===== src/rtl/ws_requant_scheduler_pkg.sv =====
// ws_pkg: shared sizing, state encoding, result record and saturation helper
// for the weight-stationary requantisation scheduler.
//   SA_COL/PSUM_WIDTH   shape of one incoming psum vector
//   DATA_WIDTH          signed output activation width
//   NUM_OC/NUM_PIX      pass geometry (channel is the inner loop)
//   SHIFT               arithmetic right shift applied to the reduced sum
//   FIFO_DEPTH          output queue depth (power of 2, >= 2)
package ws_pkg;
   localparam int SA_COL     = 3;
   localparam int PSUM_WIDTH = 19;
   localparam int DATA_WIDTH = 8;
   localparam int NUM_OC     = 4;
   localparam int NUM_PIX    = 16;
   localparam int SHIFT      = 7;
   localparam int FIFO_DEPTH = 4;

   localparam int OC_W  = $clog2(NUM_OC);
   localparam int PIX_W = $clog2(NUM_PIX);
   // One guard bit beyond the column-growth bits keeps the reduced sum exact.
   localparam int SUM_W = PSUM_WIDTH + $clog2(SA_COL) + 1;

   typedef enum logic [1:0] {
      IDLE  = 2'd0,
      RUN   = 2'd1,
      DRAIN = 2'd2,
      DONE  = 2'd3
   } req_state_t;

   typedef struct packed {
      logic signed [DATA_WIDTH-1:0] data;
      logic [OC_W-1:0]              oc;
      logic [PIX_W-1:0]             pix;
   } res_t;

   localparam logic signed [SUM_W:0] SAT_HI = (SUM_W+1)'(2**(DATA_WIDTH-1)-1);
   localparam logic signed [SUM_W:0] SAT_LO = ~SAT_HI;

   // Clamp a biased, shifted sum into the signed output range.
   function automatic logic signed [DATA_WIDTH-1:0] sat_dw(input logic signed [SUM_W:0] v);
      logic signed [DATA_WIDTH-1:0] r;
      if (v > SAT_HI)      r = SAT_HI[DATA_WIDTH-1:0];
      else if (v < SAT_LO) r = SAT_LO[DATA_WIDTH-1:0];
      else                 r = v[DATA_WIDTH-1:0];
      return r;
   endfunction
endpackage


===== src/rtl/ws_requant_scheduler_fifo.sv =====
// sync_fifo: single-clock FIFO with registered occupancy count.
//   clk/rst     clock, synchronous active-high reset (clears storage too)
//   push/din    write strobe and data
//   pop/dout    read strobe; dout shows the head entry combinationally
//   empty/full  occupancy flags, count = entries held
// A push and pop in the same cycle are both performed, also when full.
module sync_fifo #(
   parameter  int WIDTH = 8,
   parameter  int DEPTH = 4,
   localparam int AW    = $clog2(DEPTH),
   localparam int CW    = AW + 1
) (
   input  logic             clk,
   input  logic             rst,
   input  logic             push,
   input  logic [WIDTH-1:0] din,
   input  logic             pop,
   output logic [WIDTH-1:0] dout,
   output logic             empty,
   output logic             full,
   output logic [CW-1:0]    count
);
   logic [DEPTH-1:0][WIDTH-1:0] mem_q, mem_d;
   logic [AW-1:0]               wr_ptr_q, wr_ptr_d, rd_ptr_q, rd_ptr_d;
   logic [CW-1:0]               count_q, count_d;
   logic                        wr, rd;

   assign empty = (count_q == '0);
   assign full  = (count_q == CW'(DEPTH));
   assign count = count_q;
   assign dout  = mem_q[rd_ptr_q];

   assign rd = pop & ~empty;
   assign wr = push & (~full | rd);

   always_comb begin
      mem_d    = mem_q;
      wr_ptr_d = wr_ptr_q;
      rd_ptr_d = rd_ptr_q;
      if (wr) begin
         mem_d[wr_ptr_q] = din;
         wr_ptr_d        = wr_ptr_q + AW'(1);
      end
      if (rd) rd_ptr_d = rd_ptr_q + AW'(1);
      count_d = count_q + CW'(wr) - CW'(rd);
   end

   always_ff @(posedge clk) begin
      if (rst) begin
         mem_q    <= '0;
         wr_ptr_q <= '0;
         rd_ptr_q <= '0;
         count_q  <= '0;
      end else begin
         mem_q    <= mem_d;
         wr_ptr_q <= wr_ptr_d;
         rd_ptr_q <= rd_ptr_d;
         count_q  <= count_d;
      end
   end
endmodule


===== src/rtl/ws_requant_scheduler.sv =====
// ws_requant_scheduler: sequences requantisation of systolic-array column psums.
//   clk, rst                 clock, synchronous active-high reset
//   start                    begin a pass (IDLE only)
//   cfg_we/cfg_addr/cfg_bias per-channel bias table write (IDLE only)
//   psum_valid/psum_ready    psum vector handshake, psum_i packed per column
//   out_valid/out_ready      result handshake, out_data with out_oc/out_pix tags
//   busy                     any state other than IDLE
//   done                     one-cycle pulse when a pass has fully drained
// Datapath: S1 reduces the columns, S2 shifts, adds bias[oc], saturates and
// pushes into the output FIFO. Input ready is credit based so the FIFO can
// always absorb every vector already in the two pipeline stages.
module ws_requant_scheduler
   import ws_pkg::*;
(
   input  logic                                 clk,
   input  logic                                 rst,
   input  logic                                 start,
   input  logic                                 cfg_we,
   input  logic [OC_W-1:0]                      cfg_addr,
   input  logic [DATA_WIDTH-1:0]                cfg_bias,
   input  logic                                 psum_valid,
   output logic                                 psum_ready,
   input  logic [SA_COL-1:0][PSUM_WIDTH-1:0]    psum_i,
   output logic                                 out_valid,
   input  logic                                 out_ready,
   output logic [DATA_WIDTH-1:0]                out_data,
   output logic [OC_W-1:0]                      out_oc,
   output logic [PIX_W-1:0]                     out_pix,
   output logic                                 busy,
   output logic                                 done
);
   localparam int FCW  = $clog2(FIFO_DEPTH) + 1;
   localparam int CR_W = FCW + 1;

   req_state_t                        state_q, state_d;
   logic [OC_W-1:0]                   oc_cnt_q, oc_cnt_d;
   logic [PIX_W-1:0]                  pix_cnt_q, pix_cnt_d;
   logic [NUM_OC-1:0][DATA_WIDTH-1:0] bias_q, bias_d;

   logic [2:1]                        vld_pipe_q, vld_pipe_d;
   logic signed [SUM_W-1:0]           s1_sum_q, s1_sum_d;
   logic [OC_W-1:0]                   s1_oc_q, s1_oc_d;
   logic [PIX_W-1:0]                  s1_pix_q, s1_pix_d;
   res_t                              s2_q, s2_d;

   logic [SA_COL-1:0][SUM_W-1:0]      psum_ext;
   logic signed [SUM_W:0]             sum_ext, bias_ext, biased;
   logic [DATA_WIDTH-1:0]             bias_sel;

   res_t                              fifo_dout;
   logic                              fifo_empty, fifo_full, fifo_pop;
   logic [FCW-1:0]                    fifo_count;
   logic [CR_W-1:0]                   credit_used;
   logic                              accept, last_vec;

   // Credits: queued results plus vectors still in S1/S2.
   assign credit_used = CR_W'(fifo_count) + CR_W'(vld_pipe_q[1]) + CR_W'(vld_pipe_q[2]);
   assign psum_ready  = (state_q == RUN) && (credit_used < CR_W'(FIFO_DEPTH));
   assign accept      = psum_valid & psum_ready;
   assign last_vec    = (oc_cnt_q == OC_W'(NUM_OC-1)) && (pix_cnt_q == PIX_W'(NUM_PIX-1));

   assign busy      = (state_q != IDLE);
   assign done      = (state_q == DONE);
   assign out_valid = ~fifo_empty;
   assign out_data  = fifo_dout.data;
   assign out_oc    = fifo_dout.oc;
   assign out_pix   = fifo_dout.pix;
   assign fifo_pop  = out_valid & out_ready;

   // Sign-extend each column to the reduction width.
   genvar g;
   generate
      for (g = 0; g < SA_COL; g++) begin : g_ext
         assign psum_ext[g] = {{(SUM_W-PSUM_WIDTH){psum_i[g][PSUM_WIDTH-1]}}, psum_i[g]};
      end
   endgenerate

   // S1: column reduction, tagged with the current channel/pixel counters.
   always_comb begin
      s1_sum_d = '0;
      for (int i = 0; i < SA_COL; i++) s1_sum_d = s1_sum_d + psum_ext[i];
      s1_oc_d  = oc_cnt_q;
      s1_pix_d = pix_cnt_q;
   end

   // S2: floor shift, bias add, saturate. All operands are signed at SUM_W+1
   // so >>> stays arithmetic.
   always_comb begin
      bias_sel    = bias_q[s1_oc_q];
      sum_ext     = {s1_sum_q[SUM_W-1], s1_sum_q};
      bias_ext    = {{(SUM_W+1-DATA_WIDTH){bias_sel[DATA_WIDTH-1]}}, bias_sel};
      biased      = (sum_ext >>> SHIFT) + bias_ext;
      s2_d.data   = sat_dw(biased);
      s2_d.oc     = s1_oc_q;
      s2_d.pix    = s1_pix_q;
      vld_pipe_d  = {vld_pipe_q[1], accept};
   end

   // FSM, pass counters and bias table.
   always_comb begin
      state_d   = state_q;
      oc_cnt_d  = oc_cnt_q;
      pix_cnt_d = pix_cnt_q;
      bias_d    = bias_q;
      case (state_q)
         IDLE: begin
            if (cfg_we) bias_d[cfg_addr] = cfg_bias;
            if (start) begin
               state_d   = RUN;
               oc_cnt_d  = '0;
               pix_cnt_d = '0;
            end
         end
         RUN: begin
            if (accept) begin
               if (oc_cnt_q == OC_W'(NUM_OC-1)) begin
                  oc_cnt_d  = '0;
                  pix_cnt_d = pix_cnt_q + PIX_W'(1);
               end else begin
                  oc_cnt_d = oc_cnt_q + OC_W'(1);
               end
               if (last_vec) state_d = DRAIN;
            end
         end
         DRAIN: if (vld_pipe_q == '0 && fifo_empty) state_d = DONE;
         DONE:  state_d = IDLE;
         default: state_d = IDLE;
      endcase
   end

   always_ff @(posedge clk) begin
      if (rst) begin
         state_q    <= IDLE;
         oc_cnt_q   <= '0;
         pix_cnt_q  <= '0;
         bias_q     <= '0;
         vld_pipe_q <= '0;
         s1_sum_q   <= '0;
         s1_oc_q    <= '0;
         s1_pix_q   <= '0;
         s2_q       <= '0;
      end else begin
         state_q    <= state_d;
         oc_cnt_q   <= oc_cnt_d;
         pix_cnt_q  <= pix_cnt_d;
         bias_q     <= bias_d;
         vld_pipe_q <= vld_pipe_d;
         s1_sum_q   <= s1_sum_d;
         s1_oc_q    <= s1_oc_d;
         s1_pix_q   <= s1_pix_d;
         s2_q       <= s2_d;
      end
   end

   sync_fifo #(
      .WIDTH ($bits(res_t)),
      .DEPTH (FIFO_DEPTH)
   ) u_fifo (
      .clk   (clk),
      .rst   (rst),
      .push  (vld_pipe_q[2]),
      .din   (s2_q),
      .pop   (fifo_pop),
      .dout  (fifo_dout),
      .empty (fifo_empty),
      .full  (fifo_full),
      .count (fifo_count)
   );
endmodule


===== config.mk =====
export PLATFORM = sky130hd
export DESIGN_NAME = ws_requant_scheduler
export DESIGN_NICKNAME = d
export VERILOG_FILES = /design/src/rtl/ws_requant_scheduler_pkg.sv /design/src/rtl/ws_requant_scheduler_fifo.sv /design/src/rtl/ws_requant_scheduler.sv
export SDC_FILE = /design/constraint.sdc
export NUM_CORES = 1
export LEC_CHECK = 0
export CAP_MARGIN = 20
export CORE_AREA = 3 3 159 161
export CTS_BUF_LIST = sky130_fd_sc_hd__clkbuf_4 sky130_fd_sc_hd__clkbuf_8
export CTS_CLUSTER_DIAMETER = 100
export DETAILED_ROUTE_END_ITERATION = 16
export DIE_AREA = 0 0 162 164
export HOLD_SLACK_MARGIN = 0.06
export SETUP_SLACK_MARGIN = 0.15
export SLEW_MARGIN = 20
export SYNTH_ARGS = -nofsm -noshare
export SYNTH_HDL_FRONTEND = slang
export SYNTH_SLANG_ARGS = --single-unit

===== constraint.sdc =====
create_clock -name clk -period 6.7 [get_ports clk]
set_clock_uncertainty 0.05 [all_clocks]
set_input_delay 1.34 -clock clk [delete_from_list [all_inputs] [get_ports clk]]
set_output_delay 1.34 -clock clk [all_outputs]
set_load 0.02 [all_outputs]

==> results_dict.tcl, run 1 <==
set metrics [dict create \
    drc_errors 0 \
    slew_violations 0 \
    leakage_nw 3.15 \
    grt_overflow_total 0 \
    core.rowCount 57 \
    grt_pass1_vias 5721 \
    cts_tree "built" \
    antenna_found_initial 0 \
    ys.flop_type "dfxtp_1" \
    clockBufferDepth 2 \
    post_drt_wl_per_cell_um 13.6 \
    cp.required_ns 6.99 \
    cts_resized 0 \
    path_class "in -> reg" \
    nFillCells 2564 \
    crit_start "psum_i[3]" \
    finalCritPeriodShare 0.617 \
    port-buffer-count 90 \
    die_area_um2 26600 \
    pin_count 91 \
    dr.pass1.iters 4 \
    peakVddDrop_mv 0.128 \
    ys_ff_latch 139 \
    h-tree-depth 4 \
    hold_depth 1 \
    critPathLaunchType "primary input" \
    clkLatencyLatePin_ns 0.45 \
    finalHoldViolCount 0 \
    place_hpwl_um 11700 \
    tns_ns 0 \
    rsz0062_at_grt "false" \
    cts_root_buf "clkbuf_8" \
    wl_um 16300 \
    syn2layout_area_growth_pct 22.1 \
    final_util 0.362 \
    synth_area_um2 7150 \
    routabilityCongestion 0.784 \
    grt_pass1_wl_um 28000 \
    drv_cap 0 \
    coreArea_um2 24100 \
    die_y_um 164 \
    critPathMaxFanout 5 \
    min_to "s2_q[0]$_SDFF_PP0_" \
    ctsHoldBuffers 0 \
    hp-start "s1_pix_q[0]$_SDFF_PP0_" \
    grt_max_degree 82 \
    clk_pin_slew_ns 0.07 \
    rr_worst_depth 9 \
    fmax_ghz 0.242 \
    synth_edf_count 0 \
    drt-initial-drc-count 314 \
    cts_sinks 139 \
    critPathArrivalTime_ns 4.42 \
    relSlewSlack 0.255 \
    synth_area_per_cell_um2 9.04 \
    hold_path_class "reg -> reg" \
    initial_core_util 0.296 \
    num-nets-final 1010 \
    synth.distinct_cells 54 \
    drive_gt1_frac 0.0750 \
    insertedDiodeCount 0 \
    die_w_um 162 \
    num_vias 5701 \
    p_per_area_nw_per_um2 269 \
    finalSetupViolCount 0 \
    max_slew.worst_pin.slew_ns 1.11 \
    ff2ff_setup_slack_ns 2.57 \
    yosysSeqAreaShare 0.389 \
    synth_nets 932 \
    ant_nets 0 \
    async_reset_ff_frac 0 \
    vias_per_cell 4.74 \
    netlist_instances 791 \
    ys_warn_count 0 \
    r2r-end "s2_q[12]$_SDFF_PP0_" \
    reg2reg_from "s1_oc_q[0]$_SDFF_PP0_" \
    post-cts-setup-buffers 0 \
    grt_usage 0.130 \
    endpoint_kind "register" \
    fin_crit_ns 4.13 \
    status "finished clean" \
    numCtsBuffers 17 \
]
==> power breakdown <==
part | internal (mW) | switching, mW | leakage [nW]
clock network | 0.334 | 0.316 | 0.181
logic | 0.332 | 0.376 | 1.84
registers | 0.906 | 0.0827 | 1.13
==> Yosys cell counts, types with 3 or more instances <==
| master | n | area share |
|---|---|---|
| inv_1 | 15 | 0.0079 |
| o21ai_0 | 8 | 0.0056 |
| nor2b_1 | 20 | 0.018 |
| mux4_2 | 22 | 0.069 |
| o31ai_1 | 4 | 0.0042 |
| and2_1 | 3 | 0.0026 |
| fa_1 | 20 | 0.056 |
| mux2i_1 | 3 | 0.0042 |
| or3_1 | 5 | 0.0044 |
| and2_0 | 4 | 0.0035 |
| nand2b_1 | 7 | 0.0061 |
| nand2_1 | 192 | 0.10 |
| o211ai_1 | 4 | 0.0042 |
| a21oi_1 | 108 | 0.076 |
| and3_1 | 4 | 0.0035 |
| nand4_1 | 7 | 0.0061 |
| clkbuf_1 | 24 | 0.013 |
| ha_1 | 48 | 0.084 |
| xnor2_1 | 14 | 0.017 |
| xor2_1 | 8 | 0.0098 |
| dfxtp_1 | 139 | 0.39 |
| nor3_1 | 10 | 0.0070 |
| nor3b_1 | 3 | 0.0032 |
| nand3_1 | 5 | 0.0035 |
| a21o_1 | 8 | 0.0084 |
| nor2_1 | 42 | 0.022 |
| o21a_1 | 10 | 0.011 |
| buf_1 | 8 | 0.0042 |
| a211oi_1 | 7 | 0.0074 |
| a31oi_1 | 4 | 0.0035 |
==> kinds of logic after synthesis <==
logic type / Yosys count / share of synthesized area
flip-flops: 139 / 0.389
multiplexers: 27 / 0.0767
adder cells (fa/ha/maj): 68 / 0.140
XOR/XNOR: 22 / 0.0270
buffers and inverters: 48 / 0.0254
AND/OR/NAND/NOR: 310 / 0.189
AO/OA/AOI/OAI: 177 / 0.153
==> placed cells by master, fill, tap and decap left out, drive strengths merged, types with 5 or more instances in the layout <==
| master | netlist | layout |
|---|---|---|
| a211oi | 7 | 7 |
| fa | 20 | 20 |
| o21a | 10 | 10 |
| nand2 | 193 | 193 |
| nand2b | 7 | 7 |
| nor2 | 42 | 42 |
| and2 | 7 | 7 |
| or3 | 5 | 5 |
| dfxtp | 139 | 139 |
| ha | 48 | 48 |
| nand4 | 7 | 7 |
| clkbuf | 24 | 19 |
| inv | 15 | 17 |
| o21ai | 8 | 8 |
| mux4 | 22 | 22 |
| nand3 | 5 | 5 |
| a21o | 8 | 8 |
| nor2b | 20 | 20 |
| clkdlybuf4s50 | 0 | 89 |
| xnor2 | 14 | 14 |
| a21oi | 108 | 108 |
| xor2 | 8 | 8 |
| nor3 | 10 | 10 |
==> area by class of cell <==
cell class / count / area [um^2] / share of cell area
multi-input combinational: 604 / 4190 / 0.480
sequential: 139 / 2780 / 0.319
timing repair buffer: 92 / 921 / 0.106
tap: 324 / 405 / 0.0465
clock buffer: 19 / 249 / 0.0285
clock inverter: 11 / 123 / 0.0141
inverter: 15 / 56.3 / 0.00645
==> critical path, cell delays in order <==
cell and delay (ns):
clkdlybuf4s50_1 0.44, fa_1 0.50, ha_1 0.32, nand4_1 0.08
a2bb2oi_1 0.17, a31o_2 0.27, o21ai_0 0.48, a31oi_1 0.21
a211o_1 0.33, mux2_2 0.27
==> through the flow <==
step | hold WS [ns] | area, um^2 | cells | total power, mW | worst slack (ns)
finish | 0.388 | 8720 | 1204 | 2.35 | 2.57
global route | 0.411 | 8720 | 1204 | 2.52 | 2.17
CTS | 0.394 | 8720 | 1204 | 2.38 | 2.50
detailed placement | 0.376 | 8350 | 1174 | 1.72 | 2.08
global placement | 0.367 | 8330 | 1173 | 1.70 | 2.14
floorplan | 0.364 | 7150 | 791 | 1.50 | 2.84
==> worst max-delay path by stage <==
stage / end / slack (ns)
after floorplan: s1_sum_q[16]$_SDFF_PP0_ / 2.84
after detailed placement: s1_sum_q[19]$_SDFF_PP0_ / 2.08
after CTS: s2_q[12]$_SDFF_PP0_ / 2.50
after global routing: s2_q[12]$_SDFF_PP0_ / 2.17
final: s1_sum_q[19]$_SDFF_PP0_ / 2.57
after global placement: s1_sum_q[19]$_SDFF_PP0_ / 2.14
==> per-layer routing <==
layer	vias to the layer above	track usage	part of all wire
met4	0	0.0477	0.015
li1	2911	-	-
met3	21	0.0295	0.041
met2	91	0.213	0.47
met5	-	0	0
met1	2678	0.168	0.47
==> state kept, by name, indices dropped and copies added (netlist names) <==
register	count
bias_q	32
oc_cnt_q	2
pix_cnt_q	4
s1_oc_q	2
s1_pix_q	4
s1_sum_q	14
s2_q	14
state_q	2
u_fifo.count	3
u_fifo.mem_q	56
u_fifo.rd_ptr_q	2
u_fifo.wr_ptr_q	2
vld_pipe_q	2
(Power assumes the default switching activity.)
==> run 2, diff against run 1 <==
==> constraint.sdc (replaced) <==
create_clock -name clk -period 4.2 [get_ports clk]
set_clock_uncertainty 0.05 [all_clocks]
set_input_delay 0.84 -clock clk [delete_from_list [all_inputs] [get_ports clk]]
set_output_delay 0.84 -clock clk [all_outputs]
set_load 0.02 [all_outputs]
==> results_dict.tcl, run 2 (synthesis gave the netlist of run 1 again) <==
set metrics [dict create \
    insertedDiodeCount 0 \
    cp.required_ns 4.48 \
    pin_count 91 \
    clkLatencyLatePin_ns 0.45 \
    final_util 0.368 \
    reg2reg_from "s1_oc_q[0]$_SDFF_PP0_" \
    critPathArrivalTime_ns 4.02 \
    numCtsBuffers 17 \
    met3_length_um 786 \
    layout_commonest_cell "nand2_1" \
    setup_slack_ns 0.470 \
    nFillCells 2526 \
    whs_ns 0.386 \
    peakVddDrop_mv 0.196 \
    num-nets-final 1019 \
    relSlewSlack 0.377 \
    finalNonFillerCells 1215 \
    seqPwrFrac 0.400 \
    wl_um 16300 \
    die_w_um 162 \
    max_slew.worst_pin.slew_ns 0.934 \
    final_cell_mix "nand2_1, dfxtp_1, a21oi_1" \
    drt-initial-drc-count 342 \
    ant_nets 0 \
    endpoint "s2_q[11]$_SDFF_PP0_" \
    post_drt_wl_per_cell_um 13.5 \
    place_area_um2 8400 \
    dp_slack_ns 0.238 \
    syn2layout_area_growth_pct 24.0 \
    largest_register_ffs 56 \
    place_hpwl_um 11600 \
    h-tree-depth 4 \
    critPathMaxFanout 7 \
    slew_violations 0 \
    finalSetupViolCount 0 \
    grt_overflow_total 0 \
    p_int_mw 2.63 \
    clockBufferDepth 2 \
    core.rowCount 57 \
    r2r-end "s2_q[11]$_SDFF_PP0_" \
    clk_pin_slew_ns 0.08 \
    grt_pass1_vias 5637 \
    cts_tree "built" \
    die_area_um2 26600 \
    rsz0062_at_grt "false" \
    p_total_mw 3.89 \
    port-buffer-count 90 \
    tns_ns 0 \
    endpoint_kind "register" \
    p_comb_frac 0.299 \
    reg_top3 "u_fifo.mem_q x56, bias_q x32" \
    fin_crit_ns 3.73 \
    top_register "u_fifo.mem_q" \
    grt_pass1_wl_um 27600 \
    wl_met1_um 7620 \
    status "finished clean" \
    switching_share 0.324 \
    antenna_found_initial 0 \
    finalHoldViolCount 0 \
    vias_per_cell 4.71 \
    critPathLaunchType "register" \
    p_per_area_nw_per_um2 438 \
    die_y_um 164 \
    cts_resized 0 \
    initial_core_util 0.296 \
    grt_max_degree 106 \
    drc_errors 0 \
    fmax_ghz 0.268 \
    dr.pass1.iters 5 \
    routabilityCongestion 0.803 \
    post-route-cell-area_um2 8860 \
    crit_start "s1_oc_q[0]$_SDFF_PP0_" \
    rr_worst_depth 11 \
    path_class "reg -> reg" \
    ff2ff_setup_slack_ns 0.47 \
    cts_root_buf "clkbuf_8" \
    dp_cells 1182 \
    pwr-share-clk 0.301 \
    route.met2.wl_um 7670 \
    power_switching_mw 1.26 \
    top_layer_used "met4" \
    coreArea_um2 24100 \
    drive_gt1_frac 0.0864 \
    num_vias 5717 \
    leakage_nw 3.23 \
    hold_path_class "reg -> reg" \
    grt_usage 0.129 \
    ctsHoldBuffers 0 \
    cts_sinks 139 \
    post-cts-setup-buffers 0 \
    finalCritPeriodShare 0.888 \
    drv_cap 0 \
]
==> run 2: cell types whose count changed in the layout (fill, tap and decap cells not counted), sizes merged <==
cell / previous run / this run
inv: 17 / 19
clkbuf: 19 / 20
bufinv: 2 / 3
buf: 3 / 12
clkinvlp: 4 / 2
==> run 2: metal layers <==
layer / up-vias / global-route usage
met4: 0 / 0.0461
met2: 116 / 0.208
met1: 2658 / 0.169
li1: 2927 / -
met3: 16 / 0.0308
met5: - / 0
==> run 2: worst max-delay path: stages, from the launching register on <==
cell      delay [ns]
dfxtp_1         0.47
buf_4           0.24
mux4_2          0.52
ha_1            0.24
fa_1            0.40
a21oi_1         0.25
o221a_2         0.27
o31ai_1         0.11
a31o_2          0.27
a211oi_1        0.29
a41oi_2         0.25
o21a_1          0.25
==> run 2: area by class of cell <==
| class | instances | area, um^2 | share of cell area |
|---|---|---|---|
| Clock buffer | 20 | 275 | 0.0311 |
| Multi-Input combinational cell | 604 | 4190 | 0.473 |
| Tap cell | 324 | 405 | 0.0457 |
| Inverter | 15 | 56.3 | 0.00635 |
| Timing Repair Buffer | 101 | 993 | 0.112 |
| Sequential cell | 139 | 2780 | 0.314 |
| Clock inverter | 12 | 159 | 0.0179 |
==> run 2: worst min path at each step <==
stage                           startpoint                  to  slack, ns  cells past startpoint
detailed placement  s1_pix_q[2]$_SDFF_PP0_  s2_q[2]$_SDFF_PP0_       0.37                      1
finish              s1_pix_q[0]$_SDFF_PP0_  s2_q[0]$_SDFF_PP0_       0.39                      1
global route        s1_pix_q[0]$_SDFF_PP0_  s2_q[0]$_SDFF_PP0_       0.40                      1
global placement    s1_pix_q[0]$_SDFF_PP0_  s2_q[0]$_SDFF_PP0_       0.37                      1
floorplan           s1_pix_q[0]$_SDFF_PP0_  s2_q[0]$_SDFF_PP0_       0.36                      1
CTS                 s1_pix_q[0]$_SDFF_PP0_  s2_q[0]$_SDFF_PP0_       0.39                      1
==> run 2: power groups by stage <==
stage	Sequential, mW	Clock [mW]	Combinational [mW]
global placement	1.59	0	1.15
global route	1.58	1.26	1.33
finish	1.55	1.17	1.16
CTS	1.56	1.20	1.17
floorplan	1.54	0	0.848
detailed placement	1.59	0	1.16
==> run 3, diff against run 2 <==
--- a/config.mk
+++ b/config.mk
@@ -12,6 +12,7 @@
 export DETAILED_ROUTE_END_ITERATION = 16
 export DIE_AREA = 0 0 162 164
 export HOLD_SLACK_MARGIN = 0.06
+export RECOVER_POWER = 25
 export SETUP_SLACK_MARGIN = 0.15
 export SLEW_MARGIN = 20
 export SYNTH_ARGS = -nofsm -noshare
==> results_dict.tcl, run 3 (synthesis gave the netlist of run 1 again) <==
set metrics [dict create \
    slew_violations 66 \
    antenna_found_initial 0 \
    finalNonFillerCells 1215 \
    num_vias 5718 \
    largest_register_ffs 56 \
    gr-usage-met1 0.169 \
    drv_cap 1 \
    cts_root_buf "clkbuf_8" \
    grt_max_degree 106 \
    grt_use_met3 0.0308 \
    finalSetupViolCount 0 \
    syn2layout_area_growth_pct 23.9 \
    die_w_um 162 \
    setup_slack_ns 0.471 \
    dp_cells 1182 \
    cp.required_ns 4.49 \
    drive_gt1_frac 0.0853 \
    dr.pass1.iters 5 \
    violations "capacitance limit, slew limit" \
    vias_per_cell 4.71 \
    nFillCells 2524 \
    critPathMaxFanout 7 \
    coreArea_um2 24100 \
    port-buffer-count 90 \
    die_area_um2 26600 \
    use_met2 0.208 \
    seqCellArea_um2 2780 \
    rsz0062_at_grt "false" \
    multi_input_area_um2 4190 \
    die_y_um 164 \
    core.rowCount 57 \
    top_register "u_fifo.mem_q" \
    whs_ns 0.386 \
    critPathArrivalTime_ns 4.01 \
    max_slew.worst_pin.slew_ns 2.96 \
    peakVddDrop_mv 0.196 \
    pin_count 91 \
    grt-busiest-layer "met2" \
    num-nets-final 1019 \
    clkLatencyLatePin_ns 0.45 \
    grt_overflow_total 0 \
    layout_commonest_cell "nand2_1" \
    place_hpwl_um 11600 \
    place_area_um2 8400 \
    grt_pass1_wl_um 27600 \
    numCtsBuffers 17 \
    drt-initial-drc-count 344 \
    relSlewSlack -0.976 \
    cts_tree "built" \
    insertedDiodeCount 0 \
    fin_crit_ns 3.73 \
    grt_pass1_vias 5637 \
    reg_top3 "u_fifo.mem_q x56, bias_q x32" \
    final_cell_mix "nand2_1, dfxtp_1, a21oi_1" \
    status "finished with violations" \
    post-route-cell-area_um2 8860 \
    ant_nets 0 \
    wl_um 16300 \
    routabilityCongestion 0.803 \
    cts_sinks 139 \
    ctsHoldBuffers 0 \
    post_drt_wl_per_cell_um 13.4 \
    tns_ns 0 \
    hold_path_class "reg -> reg" \
    h-tree-depth 4 \
    p_per_area_nw_per_um2 439 \
    path_class "reg -> reg" \
    leakage_nw 3.23 \
    clockBufferDepth 2 \
    finalHoldViolCount 0 \
    clk_pin_slew_ns 0.08 \
    drc_errors 0 \
    initial_core_util 0.296 \
    finalCritPeriodShare 0.888 \
    grt_usage 0.129 \
    critPathLaunchType "register" \
    dp_slack_ns 0.238 \
    fmax_ghz 0.268 \
    endpoint_kind "register" \
]
-- run 3: cell count changes in the layout (fill, tap and decap cells not counted), sizes merged --
cell	change
buf	-2
clkbuf	+2
clkdlybuf4s50	-3
dlygate4sd3	+3
-- run 3: area by class of cell --
class                      count  area share
sequential                   139       0.314
clock buffer                  20      0.0311
timing repair buffer         101       0.111
clock inverter                12      0.0179
tap                          324      0.0458
inverter                      15     0.00636
multi-input combinational    604       0.473
-- run 3: path summary, 6_finish.rpt --
path                     startpoint             endpoint  slack (ns)  depth (start not counted)
max reg2reg   s1_oc_q[0]$_SDFF_PP0_  s2_q[11]$_SDFF_PP0_        0.47                         11
min          s1_pix_q[0]$_SDFF_PP0_   s2_q[0]$_SDFF_PP0_        0.39                          1
max           s1_oc_q[0]$_SDFF_PP0_  s2_q[11]$_SDFF_PP0_        0.47                         11
min reg2reg  s1_pix_q[0]$_SDFF_PP0_   s2_q[0]$_SDFF_PP0_        0.39                          1
-- run 3: metal layers --
metal,routed length (um),vias to the layer above
li1,-,2926
met1,7620,2657
met2,7660,122
met3,819,13
met4,243,0
met5,0,-
-- run 3: stage by stage --
stage	power (mW)	utilization
after floorplan	2.39	-
after global placement	2.74	0.348
after detailed placement	2.75	0.348
after CTS	3.93	0.367
after global routing	4.16	0.367
final	3.88	0.367
-- run 3: power by group --
part | internal [mW] | switching [mW] | leakage (nW)
Clock | 0.641 | 0.525 | 0.217
Sequential | 1.45 | 0.110 | 1.13
Combinational | 0.540 | 0.622 | 1.89
Total | 2.63 | 1.26 | 3.23
-- run 3: critical path: stages (launching register included) --
cell and delay [ns]:
dfxtp_1 0.47, buf_4 0.24, mux4_2 0.52, ha_1 0.24
fa_1 0.41, a21oi_1 0.25, o221a_2 0.27, o31ai_1 0.11
a31o_2 0.27, a211oi_1 0.29, a41oi_2 0.25, o21a_1 0.25
-- run 3: repair_timing --
action / in CTS / in global routing
setup buffers: 0 / 0
setup endpoints to repair: 0 / 6
gates resized for setup: 0 / 1
